==> config.mk <==
export PLATFORM = sky130hd
export DESIGN_NAME = recibidor_pcie
export DESIGN_NICKNAME = d
export VERILOG_FILES = /design/src/rtl/recibidor_pcie_pkg.sv /design/src/rtl/recibidor_pcie_decodificador_8b10b.sv /design/src/rtl/recibidor_pcie.sv
export SDC_FILE = /design/constraint.sdc
export NUM_CORES = 1
export LEC_CHECK = 0
export ABC_CLOCK_PERIOD_IN_PS = 6530
export BUFFER_PORTS_ARGS = -buffer_cell sky130_fd_sc_hd__buf_2
export CAP_MARGIN = 20
export CORE_MARGIN = 2
export CORE_UTILIZATION = 35
export DETAILED_ROUTE_END_ITERATION = 7
export SLEW_MARGIN = 20
export SYNTH_ARGS = -nofsm -noshare
export SYNTH_HDL_FRONTEND = slang
export SYNTH_SLANG_ARGS = --single-unit
==> constraint.sdc <==
create_clock -name clkRx -period 6.53 [get_ports clkRx]
set_input_delay 0.3265 -clock clkRx [delete_from_list [all_inputs] [get_ports clkRx]]
set_output_delay 0.3265 -clock clkRx [all_outputs]
set_load 0.05 [all_outputs]
==> src/rtl/recibidor_pcie_pkg.sv <==
// Shared constants and types for the serial receive path.
// Holds the symbol width, the K28.5 comma patterns as they appear in the shift
// window (bit 9 = j ... bit 0 = a), the lane-width encodings and the decoded
// symbol payload.
package recibidor_pcie_pkg;

  localparam int unsigned SYM_W  = 10;
  localparam int unsigned BYTE_W = 8;

  localparam logic [SYM_W-1:0] K285_RDN = 10'b0101111100;
  localparam logic [SYM_W-1:0] K285_RDP = 10'b1010000011;

  typedef enum logic [1:0] {
    W8  = 2'b00,
    W16 = 2'b01,
    W32 = 2'b10
  } anchoSel_e;

  typedef struct packed {
    logic              k;
    logic              err;
    logic [BYTE_W-1:0] dato;
  } simbolo_t;

  // 2'b11 is not a defined width and falls back to the byte lane
  function automatic anchoSel_e normAncho(input logic [1:0] sel);
    return (sel == 2'b11) ? W8 : anchoSel_e'(sel);
  endfunction

endpackage

==> src/rtl/recibidor_pcie_decodificador_8b10b.sv <==
// Combinational 8b/10b decoder: 10-bit code group -> {K flag, error, byte}.
// Ports: simbolo  window contents, bit 0 = a ... bit 9 = j
//        decod_c  decoded byte HGFEDCBA, K flag, invalid-code flag
// Both disparity forms are accepted; running disparity is not tracked.
module decodificador_8b10b
  import recibidor_pcie_pkg::*;
(
  input  logic [SYM_W-1:0] simbolo,
  output simbolo_t         decod_c
);

  logic [5:0] sb6;
  logic [3:0] sb4;
  logic [4:0] edcba;
  logic [2:0] hgf;
  logic       ok6;
  logic       ok4;
  logic       kOk;
  logic [7:0] kDato;

  always_comb begin
    sb6   = {simbolo[0], simbolo[1], simbolo[2], simbolo[3], simbolo[4], simbolo[5]};
    sb4   = {simbolo[6], simbolo[7], simbolo[8], simbolo[9]};
    edcba = 5'd0;
    hgf   = 3'd0;
    ok6   = 1'b1;
    ok4   = 1'b1;
    kOk   = 1'b1;
    kDato = 8'h00;

    // 5b/6b data table, literals written abcdei
    case (sb6)
      6'b100111, 6'b011000: edcba = 5'd0;
      6'b011101, 6'b100010: edcba = 5'd1;
      6'b101101, 6'b010010: edcba = 5'd2;
      6'b110001:            edcba = 5'd3;
      6'b110101, 6'b001010: edcba = 5'd4;
      6'b101001:            edcba = 5'd5;
      6'b011001:            edcba = 5'd6;
      6'b111000, 6'b000111: edcba = 5'd7;
      6'b111001, 6'b000110: edcba = 5'd8;
      6'b100101:            edcba = 5'd9;
      6'b010101:            edcba = 5'd10;
      6'b110100:            edcba = 5'd11;
      6'b001101:            edcba = 5'd12;
      6'b101100:            edcba = 5'd13;
      6'b011100:            edcba = 5'd14;
      6'b010111, 6'b101000: edcba = 5'd15;
      6'b011011, 6'b100100: edcba = 5'd16;
      6'b100011:            edcba = 5'd17;
      6'b010011:            edcba = 5'd18;
      6'b110010:            edcba = 5'd19;
      6'b001011:            edcba = 5'd20;
      6'b101010:            edcba = 5'd21;
      6'b011010:            edcba = 5'd22;
      6'b111010, 6'b000101: edcba = 5'd23;
      6'b110011, 6'b001100: edcba = 5'd24;
      6'b100110:            edcba = 5'd25;
      6'b010110:            edcba = 5'd26;
      6'b110110, 6'b001001: edcba = 5'd27;
      6'b001110:            edcba = 5'd28;
      6'b101110, 6'b010001: edcba = 5'd29;
      6'b011110, 6'b100001: edcba = 5'd30;
      6'b101011, 6'b010100: edcba = 5'd31;
      default:              ok6   = 1'b0;
    endcase

    // 3b/4b data table, literals written fghj; the alternate .7 form is only
    // legal after the six 5b codes that would otherwise produce a run of five
    case (sb4)
      4'b1011, 4'b0100: hgf = 3'd0;
      4'b1001:          hgf = 3'd1;
      4'b0101:          hgf = 3'd2;
      4'b1100, 4'b0011: hgf = 3'd3;
      4'b1101, 4'b0010: hgf = 3'd4;
      4'b1010:          hgf = 3'd5;
      4'b0110:          hgf = 3'd6;
      4'b1110, 4'b0001: hgf = 3'd7;
      4'b0111, 4'b1000: begin
        hgf = 3'd7;
        ok4 = (edcba == 5'd17) || (edcba == 5'd18) || (edcba == 5'd20) ||
              (edcba == 5'd11) || (edcba == 5'd13) || (edcba == 5'd14);
      end
      default:          ok4 = 1'b0;
    endcase

    // K codes matched as whole groups: the K28 4b sub-block meaning depends on
    // which 6b form precedes it
    case ({sb6, sb4})
      10'b0011110100, 10'b1100001011: kDato = 8'h1C;
      10'b0011111001, 10'b1100000110: kDato = 8'h3C;
      10'b0011110101, 10'b1100001010: kDato = 8'h5C;
      10'b0011110011, 10'b1100001100: kDato = 8'h7C;
      10'b0011110010, 10'b1100001101: kDato = 8'h9C;
      10'b0011111010, 10'b1100000101: kDato = 8'hBC;
      10'b0011110110, 10'b1100001001: kDato = 8'hDC;
      10'b0011111000, 10'b1100000111: kDato = 8'hFC;
      10'b1110101000, 10'b0001010111: kDato = 8'hF7;
      10'b1101101000, 10'b0010010111: kDato = 8'hFB;
      10'b1011101000, 10'b0100010111: kDato = 8'hFD;
      10'b0111101000, 10'b1000010111: kDato = 8'hFE;
      default:                        kOk   = 1'b0;
    endcase

    decod_c = '0;
    if (kOk) begin
      decod_c.k    = 1'b1;
      decod_c.dato = kDato;
    end else if (ok6 && ok4) begin
      decod_c.dato = {hgf, edcba};
    end else begin
      decod_c.err  = 1'b1;
    end
  end

endmodule

==> src/rtl/recibidor_pcie.sv <==
// Serial receive path: bit shifter, K28.5 comma alignment, 8b/10b decode and
// 8/16/32-bit word assembly.
// Ports: clkRx, rst (async, active-high), enb (hold when 0), serialIn (a first),
//        dataS (00=8, 01=16, 10=32, 11=8), dataOut8/16/32 last byte/words,
//        k_out last symbol was control, error_probable last symbol invalid.
module recibidor_pcie
  import recibidor_pcie_pkg::*;
(
  input  logic        clkRx,
  input  logic        rst,
  input  logic        enb,
  input  logic        serialIn,
  input  logic [1:0]  dataS,
  output logic [7:0]  dataOut8,
  output logic [15:0] dataOut16,
  output logic [31:0] dataOut32,
  output logic        k_out,
  output logic        error_probable
);

  logic [SYM_W-1:0] ventana;
  logic [SYM_W-1:0] ventanaSig_c;
  logic             alineado;
  logic [3:0]       cuentaBits;
  logic [1:0]       cuentaLane;
  logic [23:0]      staging;
  logic             simboloListo;
  logic             comaListo;
  anchoSel_e        anchoPrev;
  anchoSel_e        anchoAct_c;
  simbolo_t         decod_c;
  logic             esComa_c;
  logic             fin_c;
  logic             cambioAncho_c;
  logic [1:0]       lane_c;

  // Window is stable from the completing edge until the next enabled edge,
  // so the decoder reads the register directly one edge later.
  decodificador_8b10b uDecod (
    .simbolo (ventana),
    .decod_c (decod_c)
  );

  assign ventanaSig_c  = {serialIn, ventana[SYM_W-1:1]};
  assign esComa_c      = (ventanaSig_c == K285_RDN) || (ventanaSig_c == K285_RDP);
  assign fin_c         = esComa_c || (alineado && (cuentaBits == 4'(SYM_W - 1)));
  assign anchoAct_c    = normAncho(dataS);
  assign cambioAncho_c = (anchoAct_c != anchoPrev);
  // A comma, or a fresh width selection, always starts a new word at lane 0
  assign lane_c        = (comaListo || cambioAncho_c) ? 2'd0 : cuentaLane;

  always_ff @(posedge clkRx or posedge rst) begin
    if (rst) begin
      ventana        <= '0;
      alineado       <= 1'b0;
      cuentaBits     <= 4'd0;
      cuentaLane     <= 2'd0;
      staging        <= 24'd0;
      simboloListo   <= 1'b0;
      comaListo      <= 1'b0;
      anchoPrev      <= W8;
      dataOut8       <= 8'd0;
      dataOut16      <= 16'd0;
      dataOut32      <= 32'd0;
      k_out          <= 1'b0;
      error_probable <= 1'b0;
    end else if (enb) begin
      ventana      <= ventanaSig_c;
      simboloListo <= fin_c;
      comaListo    <= esComa_c;
      anchoPrev    <= anchoAct_c;

      if (esComa_c)
        alineado <= 1'b1;

      if (fin_c)
        cuentaBits <= 4'd0;
      else if (alineado)
        cuentaBits <= cuentaBits + 4'd1;

      if (cambioAncho_c) begin
        cuentaLane <= 2'd0;
        staging    <= 24'd0;
      end

      // Publish the symbol completed on the previous enabled edge
      if (simboloListo) begin
        dataOut8       <= decod_c.dato;
        k_out          <= decod_c.k;
        error_probable <= decod_c.err;
        case (anchoAct_c)
          W16: begin
            if (lane_c == 2'd1) begin
              dataOut16  <= {decod_c.dato, staging[7:0]};
              cuentaLane <= 2'd0;
            end else begin
              staging[7:0] <= decod_c.dato;
              cuentaLane   <= 2'd1;
            end
          end
          W32: begin
            if (lane_c == 2'd3) begin
              dataOut32  <= {decod_c.dato, staging};
              cuentaLane <= 2'd0;
            end else begin
              staging[8*lane_c +: 8] <= decod_c.dato;
              cuentaLane             <= lane_c + 2'd1;
            end
          end
          default: ;
        endcase
      end
    end
  end

endmodule

After elaboration in Yosys (flattened, before gate mapping)

Cells that the tools add are included.

Input bits: 6
Logic and storage cells: 193
Output and inout bits: 58
Bits in registers: 103

Multiplexer cells: 28
Equality and inequality tests: 99
Shift-type cells: 2
Reductions and logical operators: 48
Add/sub/neg operators: 3

Operators with widths:

| kind                                                                    | number |
|---|---|
| 5-bit one-hot mux with 31 select lines                                  | 1 |
| 6-bit equality test, second input constant                              | 23 |
| 10-bit equality test, second input constant                             | 13 |
| 24-bit 2-to-1 mux                                                       | 4 |
| 8-bit one-hot mux with 12 select lines                                  | 1 |
| 10-bit by 8-bit equality test with 1-bit output, second input constant  | 9 |
| 6-bit by 5-bit equality test with 1-bit output, second input constant   | 14 |
| 2-bit OR reduction                                                      | 28 |
| 46-bit OR reduction                                                     | 1 |
| 6-bit by 4-bit equality test with 1-bit output, second input constant   | 6 |
| 5-bit negation with 34-bit output                                       | 1 |
| 8-bit by 34-bit variable shift with 24-bit output, first input constant | 1 |
| 8-bit by 34-bit variable part select with 24-bit output                 | 1 |
| 4-bit equality test, second input constant                              | 8 |
| 10-bit by 9-bit equality test with 1-bit output, second input constant  | 3 |
| 24-bit bitwise mux                                                      | 1 |
| 8-bit 2-to-1 mux                                                        | 3 |
| 24-bit OR reduction                                                     | 1 |
| 3-bit one-hot mux with 7 select lines                                   | 1 |
| 6-bit by 3-bit equality test with 1-bit output, second input constant   | 3 |
| 4-bit by 3-bit equality test with 1-bit output, second input constant   | 4 |
| 16-bit 2-to-1 mux                                                       | 1 |
| 8-bit one-hot mux with 2 select lines                                   | 1 |
| 5-bit by 4-bit equality test with 1-bit output, second input constant   | 3 |
| other kinds (21)                                                        | 48 |

Depth between registers and ports, before layout

Word-level depth: 18
Mapped depth: 14
Depth with buffers taken out: 13

Modules after synthesis

From an unflattened synthesis, not the netlist that was laid out.

Cells, all modules: 483
Area total of the unflattened synthesis: 5356.4 um^2

By module, submodules not included:

| module              | area an instance (um^2) | sequential area each (um^2) | cells an instance | instances |
|---|---|---|---|---|
| recibidor_pcie      | 4260.3                  | 2577.5                      | 308               | 1 |
| decodificador_8b10b | 1096.1                  | 0.0                         | 175               | 1 |

Worst setup path after synthesis

Ideal clock, no wire load.

Path type: input-to-reg
Start point: in dataS[0]
End point: reg staging[0]
Setup time: 0.064 ns
Arrival: 2.575 ns
Path buffers: 1
Cell stages on the path: 12
Data required time: 6.466 ns
Path slack: 3.891 ns
Cell sequence: inv_1 ha_1 xnor2_1 and2_1 clkbuf_1 nand3_1 ha_1 nor3_1 nand2_1 a21oi_1 a22o_1 a211o_1

Longest elaborated chain between the ends: 11
Elaborated cells on any way between the ends: 19
Classes of those cells: add/sub: 1; eq/ne: 6; shift: 2; mux: 9; reduce/logical: 1

RTL lines:

| what                                                                                                                         | line                     | source |
|---|---|---|
| from (decl)                                                                                                                  | recibidor_pcie.sv:13     | `input logic [1:0] dataS,` |
| 2-bit equality test *                                                                                                        | recibidor_pcie_pkg.sv:27 | `return (sel == 2'b11) ? W8 : anchoSel_e'(sel);` |
| 2-bit 2-to-1 mux *                                                                                                           | recibidor_pcie_pkg.sv:27 |  |
| via anchoAct_c[1]                                                                                                            | recibidor_pcie.sv:30     | `anchoSel_e anchoAct_c;` |
| 2-bit inequality test                                                                                                        | recibidor_pcie.sv:48     | `assign cambioAncho_c = (anchoAct_c != anchoPrev);` |
| 1-bit logical OR                                                                                                             | recibidor_pcie.sv:50     | `assign lane_c = (comaListo \|\| cambioAncho_c) ? 2'd0 : cuentaLane;` |
| 2-bit 2-to-1 mux                                                                                                             | recibidor_pcie.sv:50     |  |
| 5-bit negation with 34-bit output                                                                                            | recibidor_pcie.sv:106    | `staging[8*lane_c +: 8] <= decod_c.dato;` |
| 8-bit by 34-bit variable part select with 24-bit output or 8-bit by 34-bit variable shift with 24-bit output (tied branches) | recibidor_pcie.sv:106    |  |
| 24-bit bitwise mux                                                                                                           | recibidor_pcie.sv:106    |  |
| 24-bit 2-to-1 mux                                                                                                            | recibidor_pcie.sv:102    | `if (lane_c == 2'd3) begin` |
| 8-bit one-hot mux with 2 select lines                                                                                        | recibidor_pcie.sv:91     | `case (anchoAct_c)` |
| 24-bit 2-to-1 mux *                                                                                                          | recibidor_pcie.sv:87     | `if (simboloListo) begin` |
| to (signal assigned)                                                                                                         | recibidor_pcie.sv:97     | `staging[7:0] <= decod_c.dato;` |
| to (signal, indexed assignment)                                                                                              | recibidor_pcie.sv:106    |  |
| to (decl)                                                                                                                    | recibidor_pcie.sv:26     | `logic [23:0] staging;` |

The timed path passes the listed nets; every way through them passes the cells marked *. The select of a mux whose other input is x is not followed.
A chain may end at the register's enable or synchronous reset.

Worst setup path in the final report

Start point: reg ventana[2]
End point: reg staging[9]

Longest elaborated chain between the ends: 18
Elaborated cells on any way between the ends: 121
Classes of those cells: eq/ne: 76; shift: 1; mux: 11; reduce/logical: 33

RTL lines:

| what                                                      | line                                      | source |
|---|---|---|
| from (decl)                                               | recibidor_pcie.sv:21                      | `logic [SYM_W-1:0] ventana;` |
| from (signal assigned)                                    | recibidor_pcie.sv:68                      | `ventana <= ventanaSig_c;` |
| 6-bit equality test (tied with other cells)               | recibidor_pcie_decodificador_8b10b.sv:32  | `case (sb6)` |
| 2-bit OR reduction                                        | n/a                                       |  |
| 5-bit one-hot mux with 31 select lines                    | recibidor_pcie_decodificador_8b10b.sv:32  |  |
| 5-bit equality test                                       | recibidor_pcie_decodificador_8b10b.sv:81  | `ok4 = (edcba == 5'd17) \|\| (edcba == 5'd18) \|\| (edcba == 5'd20) \|\|` |
| 1-bit logical OR (3 in a row)                             | recibidor_pcie_decodificador_8b10b.sv:81  |  |
| 1-bit logical OR (2 in a row)                             | recibidor_pcie_decodificador_8b10b.sv:82  | `(edcba == 5'd11) \|\| (edcba == 5'd13) \|\| (edcba == 5'd14);` |
| 1-bit one-hot mux with 2 select lines                     | recibidor_pcie_decodificador_8b10b.sv:70  | `case (sb4)` |
| 1-bit logical AND                                         | recibidor_pcie_decodificador_8b10b.sv:109 | `end else if (ok6 && ok4) begin` |
| 8-bit 2-to-1 mux                                          | recibidor_pcie_decodificador_8b10b.sv:109 |  |
| 8-bit 2-to-1 mux *                                        | recibidor_pcie_decodificador_8b10b.sv:106 | `if (kOk) begin` |
| 8-bit by 34-bit variable part select with 24-bit output * | recibidor_pcie.sv:106                     |  |
| 24-bit bitwise mux *                                      | recibidor_pcie.sv:106                     |  |
| 24-bit 2-to-1 mux *                                       | recibidor_pcie.sv:102                     |  |
| 16-bit 2-to-1 mux *                                       | recibidor_pcie.sv:91                      |  |
| 24-bit 2-to-1 mux *                                       | recibidor_pcie.sv:87                      |  |

Mark *: on every way between the ends. The rest lies on a longest branch, timed or not.

==> results_dict.tcl <==
set metrics [dict create \
    drtPass1Iterations 5 \
    synthTopCellsByArea "dfrtp_1 (46%), mux2_2 (8.9%), o21ai_0 (4.9%)" \
    grt_pass1_vias 4284 \
    root_buffer "clkbuf_16" \
    fin_worst_skew_ns 0.00724 \
    ys_types 76 \
    crit_path_start_kind "flip-flop" \
    crit_type "flip-flop to flip-flop" \
    yosysSeqAreaShare 0.463 \
    start_util 0.354 \
    die_width_microns 130 \
    cts_hold_buf 0 \
    status "finished clean" \
    grt_max_degree 62 \
    drive_gt1_frac 0.233 \
    syn_avg_cell_area_sq_um 9.65 \
    cap_viol_max_count 0 \
    via_count 4513 \
    fillers 1561 \
    cellLeakagePower_nw 2.95 \
    clock_latency_ns 0.36 \
    cts.clk_slew.worst_paths_ns 0.07 \
    stdcell_area_sq_um 6320 \
    nets 630 \
    initialDrtViolationCount 437 \
    fin_tns_setup_ns 0 \
    power.density_nw_per_um2 294 \
    place.gp.congestion 0.843 \
    yosysTopAreaCell "dfrtp_1" \
    setup_viol 0 \
    cts_tree "yes" \
    hp-class "input port to async pin" \
    slew_viol_final 0 \
    worst_slew_pin_slew_ns 0.880 \
    cp.required_ns 6.74 \
    cts_sinks 103 \
    die_h_microns 130 \
    relSlewSlack 0.413 \
    period_share 0.462 \
    synth.net_count 593 \
    synthesis.area_sq_um 5570 \
    period_minus_slack_ns 3.01 \
    cp_max_fo 26 \
    max-vdd-ir-drop_v 0.000154 \
    arrival_ns 3.22 \
    place_area_sq_um 6010 \
    overflow 0 \
    synth-main-ff-cell "dfrtp_1" \
    power_mw 1.86 \
    synth_cells 577 \
    synthArstFlopShare 1.00 \
    synth_edf_count 0 \
    dp_hpwl_mm 9.49 \
    post_drt_wl_per_cell_microns 16.4 \
    syn_to_final_growth_pct 13.5 \
    port_buffers 63 \
    post_cts_buffers 0 \
    grt_setup_unrepaired "no" \
    io_pins 64 \
    ctsResizeCount 0 \
    core-area_sq_um 15700 \
    crit_path_end_kind "flip-flop" \
    drcViolationCount 0 \
    clock_path_buffers 2 \
    vias_per_cell 5.40 \
    dieArea_sq_um 16900 \
    drt-total-wl_mm 13.7 \
    antenna_cells 0 \
    yosysTopAreaCellShare 0.463 \
    track_usage 0.165 \
    postRouteAntennaNets 0 \
    final-hold-violation-count 0 \
    yosys_warnings 0 \
    grt_pass1_wl_mm 22.0 \
    ys_seq_elements 103 \
    h-tree-depth 3 \
    cts_made_buffers 9 \
    num_rows 46 \
    fmaxAchievable_mhz 332 \
    antenna_found_initial 0 \
]
==> critical path, cell delays in order (launching register included) <==
cell	delay [ns]
dfrtp_1	0.83
or2_0	0.44
a31oi_1	0.13
o22ai_1	0.26
or3_4	0.20
a31oi_1	0.07
a2111oi_4	0.73
o21ai_0	0.20
==> synth_stat cells (10+ instances only) <==
cell / instances
a21oi_1: 38
buf_2: 10
clkbuf_1: 24
dfrtp_1: 103
ha_1: 10
inv_1: 15
mux2_2: 44
nand2_1: 60
nand2b_1: 16
nand3_1: 13
nor2_1: 33
nor2b_1: 14
o21ai_0: 54
==> through the flow <==
stage	util	setup slack, ns	hold WS [ns]	std cells
after floorplan	-	3.50	0.446	577
after global placement	0.382	3.37	0.408	819
after detailed placement	0.382	3.22	0.419	819
after CTS	0.402	3.47	0.0367	835
after global routing	0.402	3.20	0.0680	835
final	0.402	3.52	0.0110	835
==> state kept, by name (all words and copies together), names as in the netlist <==
register,count
cuentaBits,4
k_out,1
dataOut32,32
alineado,1
anchoPrev,2
simboloListo,1
ventana,10
dataOut8,8
error_probable,1
cuentaLane,2
staging,24
dataOut16,16
comaListo,1
==> kinds of logic after synthesis <==
group | count (synthesis) | synth area share
simple gates | 197 | 0.184
compound gates | 160 | 0.187
flops | 103 | 0.463
buf+inv | 54 | 0.0400
mux | 46 | 0.0926
fa+ha+maj | 11 | 0.0243
xor+xnor | 6 | 0.00944
==> path summary, 6_finish.rpt <==
check                                         start                         to  slack [ns]  cells after the start
max in group asynchronous                       rst  dataOut16[11]$_DFFE_PP0P_        5.33                      3
min in group clkRx                         serialIn     ventana[9]$_DFFE_PP0P_        0.24                      2
hold reg to reg            dataOut16[8]$_DFFE_PP0P_   dataOut16[8]$_DFFE_PP0P_        0.48                      2
setup / recovery             ventana[2]$_DFFE_PP0P_     staging[9]$_DFFE_PP0P_        3.52                      7
setup reg to reg             ventana[2]$_DFFE_PP0P_     staging[9]$_DFFE_PP0P_        3.52                      7
hold / removal                                  rst  dataOut32[28]$_DFFE_PP0P_        0.01                      2
==> area by class of cell <==
cell class / count / area [sq um] / share of cell area
Tap cell: 216 / 270 / 0.0428
Sequential cell: 103 / 2580 / 0.408
Multi-Input combinational cell: 420 / 2770 / 0.438
Inverter: 15 / 58.8 / 0.00931
Clock buffer: 10 / 239 / 0.0378
Timing Repair Buffer: 65 / 330 / 0.0523
Clock inverter: 6 / 75.1 / 0.0119
==> layout by cell type (no fill, tap or decap), types with 4 or more instances in the layout <==
master       n
dfrtp_1    103
buf_2       63
nand2_1     60
o21ai_0     54
mux2_2      44
a21oi_1     38
nor2_1      33
nand2b_1    16
inv_1       14
nor2b_1     14
nand3_1     13
ha_1        10
clkbuf_16    9
o22ai_1      8
and3_1       7
and2_1       6
nor3_1       6
nand4_1      6
or2_2        5
a31oi_1      5
or3_1        5
xnor2_1      5
o21ai_1      5
nand3b_1     4
nor3b_1      4
a32oi_1      4
a211oi_1     4
==> layer usage <==
metal,part of all wire,track usage,up-vias,wire [microns]
met5,0,0,-,0
met4,0.020,0.0569,0,274
met3,0.048,0.0320,19,653
met2,0.47,0.264,126,6490
met1,0.46,0.226,2214,6280
li1,-,-,2154,-
==> where the power goes <==
part | internal, mW | leakage (nW) | switching, mW
clock network | 0.316 | 0.157 | 0.259
logic | 0.166 | 1.40 | 0.324
registers | 0.684 | 1.39 | 0.111
total | 1.17 | 2.95 | 0.695
Note: power is estimated with default switching activity, not from simulation.
